===== src/rtl/sync_ram_pkg.sv =====
// Shared types and sizing helpers for the byte-enable RAM controller.
package sync_ram_pkg;

  typedef enum logic {
    CLEAR = 1'b0,
    IDLE  = 1'b1
  } state_t;

  function automatic int lane_count(input int data_width);
    return data_width / 8;
  endfunction

  // A one-word memory still needs a one-bit counter.
  function automatic int cnt_width(input int depth);
    return (depth > 1) ? $clog2(depth) : 1;
  endfunction

endpackage


===== src/rtl/sync_ram_core.sv =====
// Plain DEPTH x DATA_WIDTH storage: byte-masked write and registered read sharing one address.
module sync_ram_core
  import sync_ram_pkg::*;
#(
  parameter int DEPTH      = 16,
  parameter int DATA_WIDTH = 32,
  localparam int LANES     = lane_count(DATA_WIDTH),
  localparam int AW        = cnt_width(DEPTH)
) (
  input  logic                  clk,
  input  logic                  we,
  input  logic                  re,
  input  logic [AW-1:0]         addr,
  input  logic [DATA_WIDTH-1:0] wdata,
  input  logic [LANES-1:0]      be,
  output logic [DATA_WIDTH-1:0] rdata
);

  logic [DATA_WIDTH-1:0] mem [DEPTH];

  always_ff @(posedge clk) begin
    if (we) begin
      for (int i = 0; i < LANES; i++) begin
        if (be[i]) begin
          mem[addr][8*i +: 8] <= wdata[8*i +: 8];
        end
      end
    end
    if (re) begin
      rdata <= mem[addr];
    end
  end

endmodule


===== src/rtl/sync_ram_be_ctrl.sv =====
// Valid/ready front end for sync_ram_core: clear engine FSM, range check and
// a one- or two-stage read response pipeline.
module sync_ram_be_ctrl
  import sync_ram_pkg::*;
#(
  parameter int ADDR_WIDTH = 4,
  parameter int DATA_WIDTH = 32,
  parameter int DEPTH      = 16,
  parameter int RD_LATENCY = 1,
  localparam int LANES     = lane_count(DATA_WIDTH),
  localparam int CW        = cnt_width(DEPTH)
) (
  input  logic                  clk,
  input  logic                  rst_n,
  input  logic                  init_start,
  output logic                  busy,
  input  logic                  req_valid,
  output logic                  req_ready,
  input  logic                  req_we,
  input  logic [ADDR_WIDTH-1:0] req_addr,
  input  logic [DATA_WIDTH-1:0] req_wdata,
  input  logic [LANES-1:0]      req_be,
  output logic                  rsp_valid,
  output logic [DATA_WIDTH-1:0] rsp_rdata,
  output logic                  rsp_err
);

  if ((DATA_WIDTH % 8) != 0 || DATA_WIDTH < 8) begin : g_bad_width
    $error("sync_ram_be_ctrl: DATA_WIDTH must be a non-zero multiple of 8");
  end
  if (DEPTH < 1 || DEPTH > (2 ** ADDR_WIDTH)) begin : g_bad_depth
    $error("sync_ram_be_ctrl: DEPTH must be in 1..2**ADDR_WIDTH");
  end

  state_t         state_reg, state_next;
  logic [CW-1:0]  cnt_reg, cnt_next;

  always_ff @(posedge clk or negedge rst_n) begin
    if (!rst_n) begin
      state_reg <= CLEAR;
      cnt_reg   <= '0;
    end else begin
      state_reg <= state_next;
      cnt_reg   <= cnt_next;
    end
  end

  always_comb begin
    state_next = state_reg;
    cnt_next   = cnt_reg;
    case (state_reg)
      CLEAR: begin
        if (cnt_reg == CW'(DEPTH - 1)) begin
          state_next = IDLE;
          cnt_next   = '0;
        end else begin
          cnt_next = cnt_reg + 1'b1;
        end
      end
      IDLE: begin
        if (init_start) begin
          state_next = CLEAR;
          cnt_next   = '0;
        end
      end
      default: begin
        state_next = CLEAR;
        cnt_next   = '0;
      end
    endcase
  end

  // req_ready drops combinationally with init_start so a clear request wins the cycle.
  always_comb begin
    busy      = 1'b0;
    req_ready = 1'b0;
    case (state_reg)
      CLEAR:   busy = 1'b1;
      IDLE:    req_ready = !init_start;
      default: busy = 1'b1;
    endcase
  end

  logic clearing;
  logic accept;
  logic rd_accept;
  logic in_range;

  assign clearing  = (state_reg == CLEAR);
  assign accept    = req_valid && req_ready;
  assign rd_accept = accept && !req_we;
  assign in_range  = ({1'b0, req_addr} < (ADDR_WIDTH + 1)'(DEPTH));

  logic                  core_we;
  logic                  core_re;
  logic [CW-1:0]         core_addr;
  logic [DATA_WIDTH-1:0] core_wdata;
  logic [LANES-1:0]      core_be;
  logic [DATA_WIDTH-1:0] core_rdata;

  assign core_we    = clearing || (accept && req_we && in_range);
  assign core_re    = rd_accept && in_range;
  assign core_addr  = clearing ? cnt_reg : req_addr[CW-1:0];
  assign core_wdata = clearing ? '0 : req_wdata;
  assign core_be    = clearing ? '1 : req_be;

  sync_ram_core #(
    .DEPTH      (DEPTH),
    .DATA_WIDTH (DATA_WIDTH)
  ) u_core (
    .clk   (clk),
    .we    (core_we),
    .re    (core_re),
    .addr  (core_addr),
    .wdata (core_wdata),
    .be    (core_be),
    .rdata (core_rdata)
  );

  logic                  s1_valid_reg;
  logic                  s1_err_reg;
  logic [DATA_WIDTH-1:0] s1_data;

  always_ff @(posedge clk or negedge rst_n) begin
    if (!rst_n) begin
      s1_valid_reg <= 1'b0;
      s1_err_reg   <= 1'b0;
    end else begin
      s1_valid_reg <= rd_accept;
      s1_err_reg   <= rd_accept && !in_range;
    end
  end

  // Out-of-range reads never touch the array, so their data is forced to zero here.
  assign s1_data = s1_err_reg ? '0 : core_rdata;

  if (RD_LATENCY == 1) begin : g_lat1
    logic [DATA_WIDTH-1:0] hold_reg;

    always_ff @(posedge clk or negedge rst_n) begin
      if (!rst_n) begin
        hold_reg <= '0;
      end else if (s1_valid_reg) begin
        hold_reg <= s1_data;
      end
    end

    assign rsp_valid = s1_valid_reg;
    assign rsp_err   = s1_valid_reg && s1_err_reg;
    assign rsp_rdata = s1_valid_reg ? s1_data : hold_reg;
  end else if (RD_LATENCY == 2) begin : g_lat2
    logic                  s2_valid_reg;
    logic                  s2_err_reg;
    logic [DATA_WIDTH-1:0] s2_data_reg;

    always_ff @(posedge clk or negedge rst_n) begin
      if (!rst_n) begin
        s2_valid_reg <= 1'b0;
        s2_err_reg   <= 1'b0;
        s2_data_reg  <= '0;
      end else begin
        s2_valid_reg <= s1_valid_reg;
        s2_err_reg   <= s1_valid_reg && s1_err_reg;
        if (s1_valid_reg) begin
          s2_data_reg <= s1_data;
        end
      end
    end

    assign rsp_valid = s2_valid_reg;
    assign rsp_err   = s2_err_reg;
    assign rsp_rdata = s2_data_reg;
  end else begin : g_bad_latency
    $error("sync_ram_be_ctrl: RD_LATENCY must be 1 or 2");
  end

endmodule


===== config.mk =====
export PLATFORM = sky130hd
export DESIGN_NAME = sync_ram_be_ctrl
export DESIGN_NICKNAME = d
export VERILOG_FILES = /design/src/rtl/sync_ram_pkg.sv /design/src/rtl/sync_ram_core.sv /design/src/rtl/sync_ram_be_ctrl.sv
export SDC_FILE = /design/constraint.sdc
export NUM_CORES = 1
export LEC_CHECK = 0
export ABC_AREA = 0
export BUFFER_PORTS_ARGS = -buffer_cell sky130_fd_sc_hd__buf_2
export CAP_MARGIN = 15
export CORE_MARGIN = 8
export CORE_UTILIZATION = 55
export CTS_CLUSTER_DIAMETER = 150
export CTS_CLUSTER_SIZE = 30
export DETAILED_ROUTE_END_ITERATION = 6
export PLACE_DENSITY = 0.81
export SETUP_SLACK_MARGIN = 0.4
export SLEW_MARGIN = 20
export SYNTH_ARGS = -nofsm -noshare
export SYNTH_HDL_FRONTEND = slang
export SYNTH_HIERARCHICAL = 1
export SYNTH_SLANG_ARGS = --single-unit

===== constraint.sdc =====
create_clock -name clk -period 4.1 [get_ports clk]
set_input_delay 0.41 -clock clk [delete_from_list [all_inputs] [get_ports clk]]
set_output_delay 0.41 -clock clk [all_outputs]
set_load 0.005 [all_outputs]

==> out/qor.yml <==
multi_input_area_um2: 4700
grt_max_degree: 113
vias: 10500
start_util_pct: 55.9
drive_gt1_share_pct: 27.8
synth_edf_count: 544
synth_common_cells: "544 x edfxtp_1, 128 x mux4_2, 65 x nor2_1"
slew_violations: 0
htree_levels: 1
required_ns: 4.28
cts_tree: "built"
dieWidth_um: 217
synthTopCellsByArea: "edfxtp_1 73%, mux4_2 13%, dfrtp_1 4.3%"
yosys.area_share.adder_pct: 0.0562
powerDensity_nw_per_um2: 708
cp-start-kind: "register"
cts_setup_buffers: 0
place_inst: 1643
root_buffer: "clkbuf_16"
fin_crit_ns: 3.29
synth_cell_types: 32
muxShareOfSynthArea_pct: 14.8
synth_flop_cell: "edfxtp_1"
routed_wl_mm: 45.1
max_freq_ghz: 0.304
synth-simple-area-share_pct: 3.47
wl_per_cell_um: 26.7
core_area_um2: 39800
r2r_cells: 5
fp.dieArea_um2: 47200
io_buffer_count: 79
synth-xor-area-share_pct: 0.0394
dp_slack_ns: 0.853
layout_setup_ws_ns: 0.813
period_share_pct: 80.2
holdCritStartpoint: "init_start"
cp-end-kind: "register"
slew_headroom_pct: 29.3
die_h_um: 217
tns_ns: 0
r2r_start: "state_reg"
rows: 73
synth.most_common_cell: "edfxtp_1"
synth_warnings: 6
yosysTopAreaCell: "edfxtp_1"
final_hold_viol_count: 0
skew_ns: 0.0351
netlist_area_um2: 22300
largest_reg_flops: 512
drt-vias-per-instance: 6.25
yosysSeqAreaShare_pct: 77.7
grt_pass1_wl_mm: 67.8
firstDrtPassIters: 6
io_pins: 81
status: "complete, no violations"
cts_sinks: 582
ir_worst_vdd_v: 0.000488
cts_buffer_depth: 3
dp_hpwl_mm: 28.4
synthDominantCellAreaShare_pct: 73.4
grt.overflow.total: 0
total_leakage_power_nw: 8.15
drt_iter0_drc: 1261
finalNonFillerCells: 1686
n_fill_cell: 2714
crit_arrival_ns: 3.46
synth-seq-cells: 582
crit_type: "register to register"
worstHoldEndpoint: "cnt_reg[1]"
grt_pass1_vias: 10900
r2r_end: "u_core/mem[8][16]"
async_flop_share_pct: 6.53
clk_pin_slew_ns: 0.11
synth_cells: 1054
avgSynthCellArea_um2: 21.1
worst_slew_pin_slew_ns: 1.06
syn2layout_area_growth_pct: 8.20
crit_path_max_fanout: 112
synth-compound-area-share_pct: 2.40
cts_buffers: 23
area.sequential_um2: 17300
antenna_found_initial: 0
antennaDiodeCount: 0
gp_congestion: 0.859
final_nets: 1191
holdPathStages: 2
synth_top_family_by_area: "multiplexers"
setup_viol: 0
route.detailed.drc: 0
r2r_slack_ns: 0.81
rsz0062_at_grt: "no"
p_total_mw: 17.0
synth_nets: 1100
grt_use_total_pct: 19.1
worstHoldPathType: "input pin to register"
ant_nets: 0
drv_cap: 0
clkLatencyLatePin_ns: 0.56
## layout by cell type, fill, tap and decap left out, drive strengths merged, types with 4 or more instances in the layout
| master | Yosys | routed |
|---|---|---|
| nand2 | 55 | 55 |
| clkbuf | 25 | 40 |
| nor2b | 4 | 4 |
| mux2 | 36 | 36 |
| dfrtp | 38 | 38 |
| and2 | 33 | 33 |
| nand3 | 5 | 5 |
| edfxtp | 544 | 544 |
| buf | 36 | 126 |
| nor4 | 4 | 4 |
| mux4 | 128 | 128 |
| nor2 | 65 | 65 |
| a22oi | 64 | 64 |
## area by class of cell
class,instances,area share (%)
flip-flops and latches,582,71.8
clock inverters,1,0.0831
clock buffers,40,2.66
multi-input cells,410,19.5
well taps,525,2.73
inverters,1,0.0156
repair buffers,127,3.20
## worst max-delay path by stage
stage,to,start,slack (ns),depth (start not counted)
6_report,u_core/mem[8][16],state_reg,0.81,5
5_1_grt,u_core/mem[8][20],state_reg,0.63,5
4_1_cts,u_core/mem[2][13],state_reg,0.83,5
3_5_place_dp,u_core/mem[2][11],state_reg,0.85,5
3_3_place_gp,u_core/mem[2][9],state_reg,0.97,5
2_1_floorplan,u_core/rdata[0],state_reg,1.26,2
## layer usage
| layer | global-route usage, % | up-vias | routed length [um] |
|---|---|---|---|
| met5 | 0 | - | 0 |
| met4 | 6.92 | 0 | 1700 |
| met3 | 3.41 | 97 | 3740 |
| met2 | 32.2 | 476 | 22600 |
| met1 | 24.8 | 5526 | 17000 |
| li1 | - | 4441 | - |
## worst max-delay path, cell delays in order, from the launching register on
cell     delay [ns]
dfrtp_2        0.43
buf_4          0.28
mux2_8         0.69
nor2_1         0.37
nand2_1        0.20
nor2_1         0.83
## stage by stage
| step | hold slack, ns | util, % | area, um2 |
|---|---|---|---|
| floorplan | 0.114 | - | 22300 |
| global placement | 0.472 | 58.7 | 23400 |
| detailed placement | 0.477 | 58.7 | 23400 |
| CTS | 0.0409 | 60.4 | 24000 |
| global route | 0.130 | 60.5 | 24100 |
| finish | 0.149 | 60.5 | 24100 |
## power breakdown
group / internal (mW) / total (mW) / switching [mW]
Sequential: 8.14 / 8.45 / 0.304
Clock: 1.09 / 2.73 / 1.63
Combinational: 2.49 / 5.88 / 3.39
## cells by family after synthesis
| group | count (synthesis) |
|---|---|
| AOI/OAI and AO/OA | 71 |
| xor gates and xnor gates | 1 |
| adders and majority gates | 1 |
| buffers and inverters | 62 |
| DFF | 582 |
| muxes | 164 |
| other | 1 |
| and+or+nand+nor | 172 |
## what timing repair did
action                                 CTS  global route
gates resized for setup                  0             0
endpoints found under the hold margin    0            15
hold buffers                             0             1
Note: power is estimated with default switching activity, not from simulation.
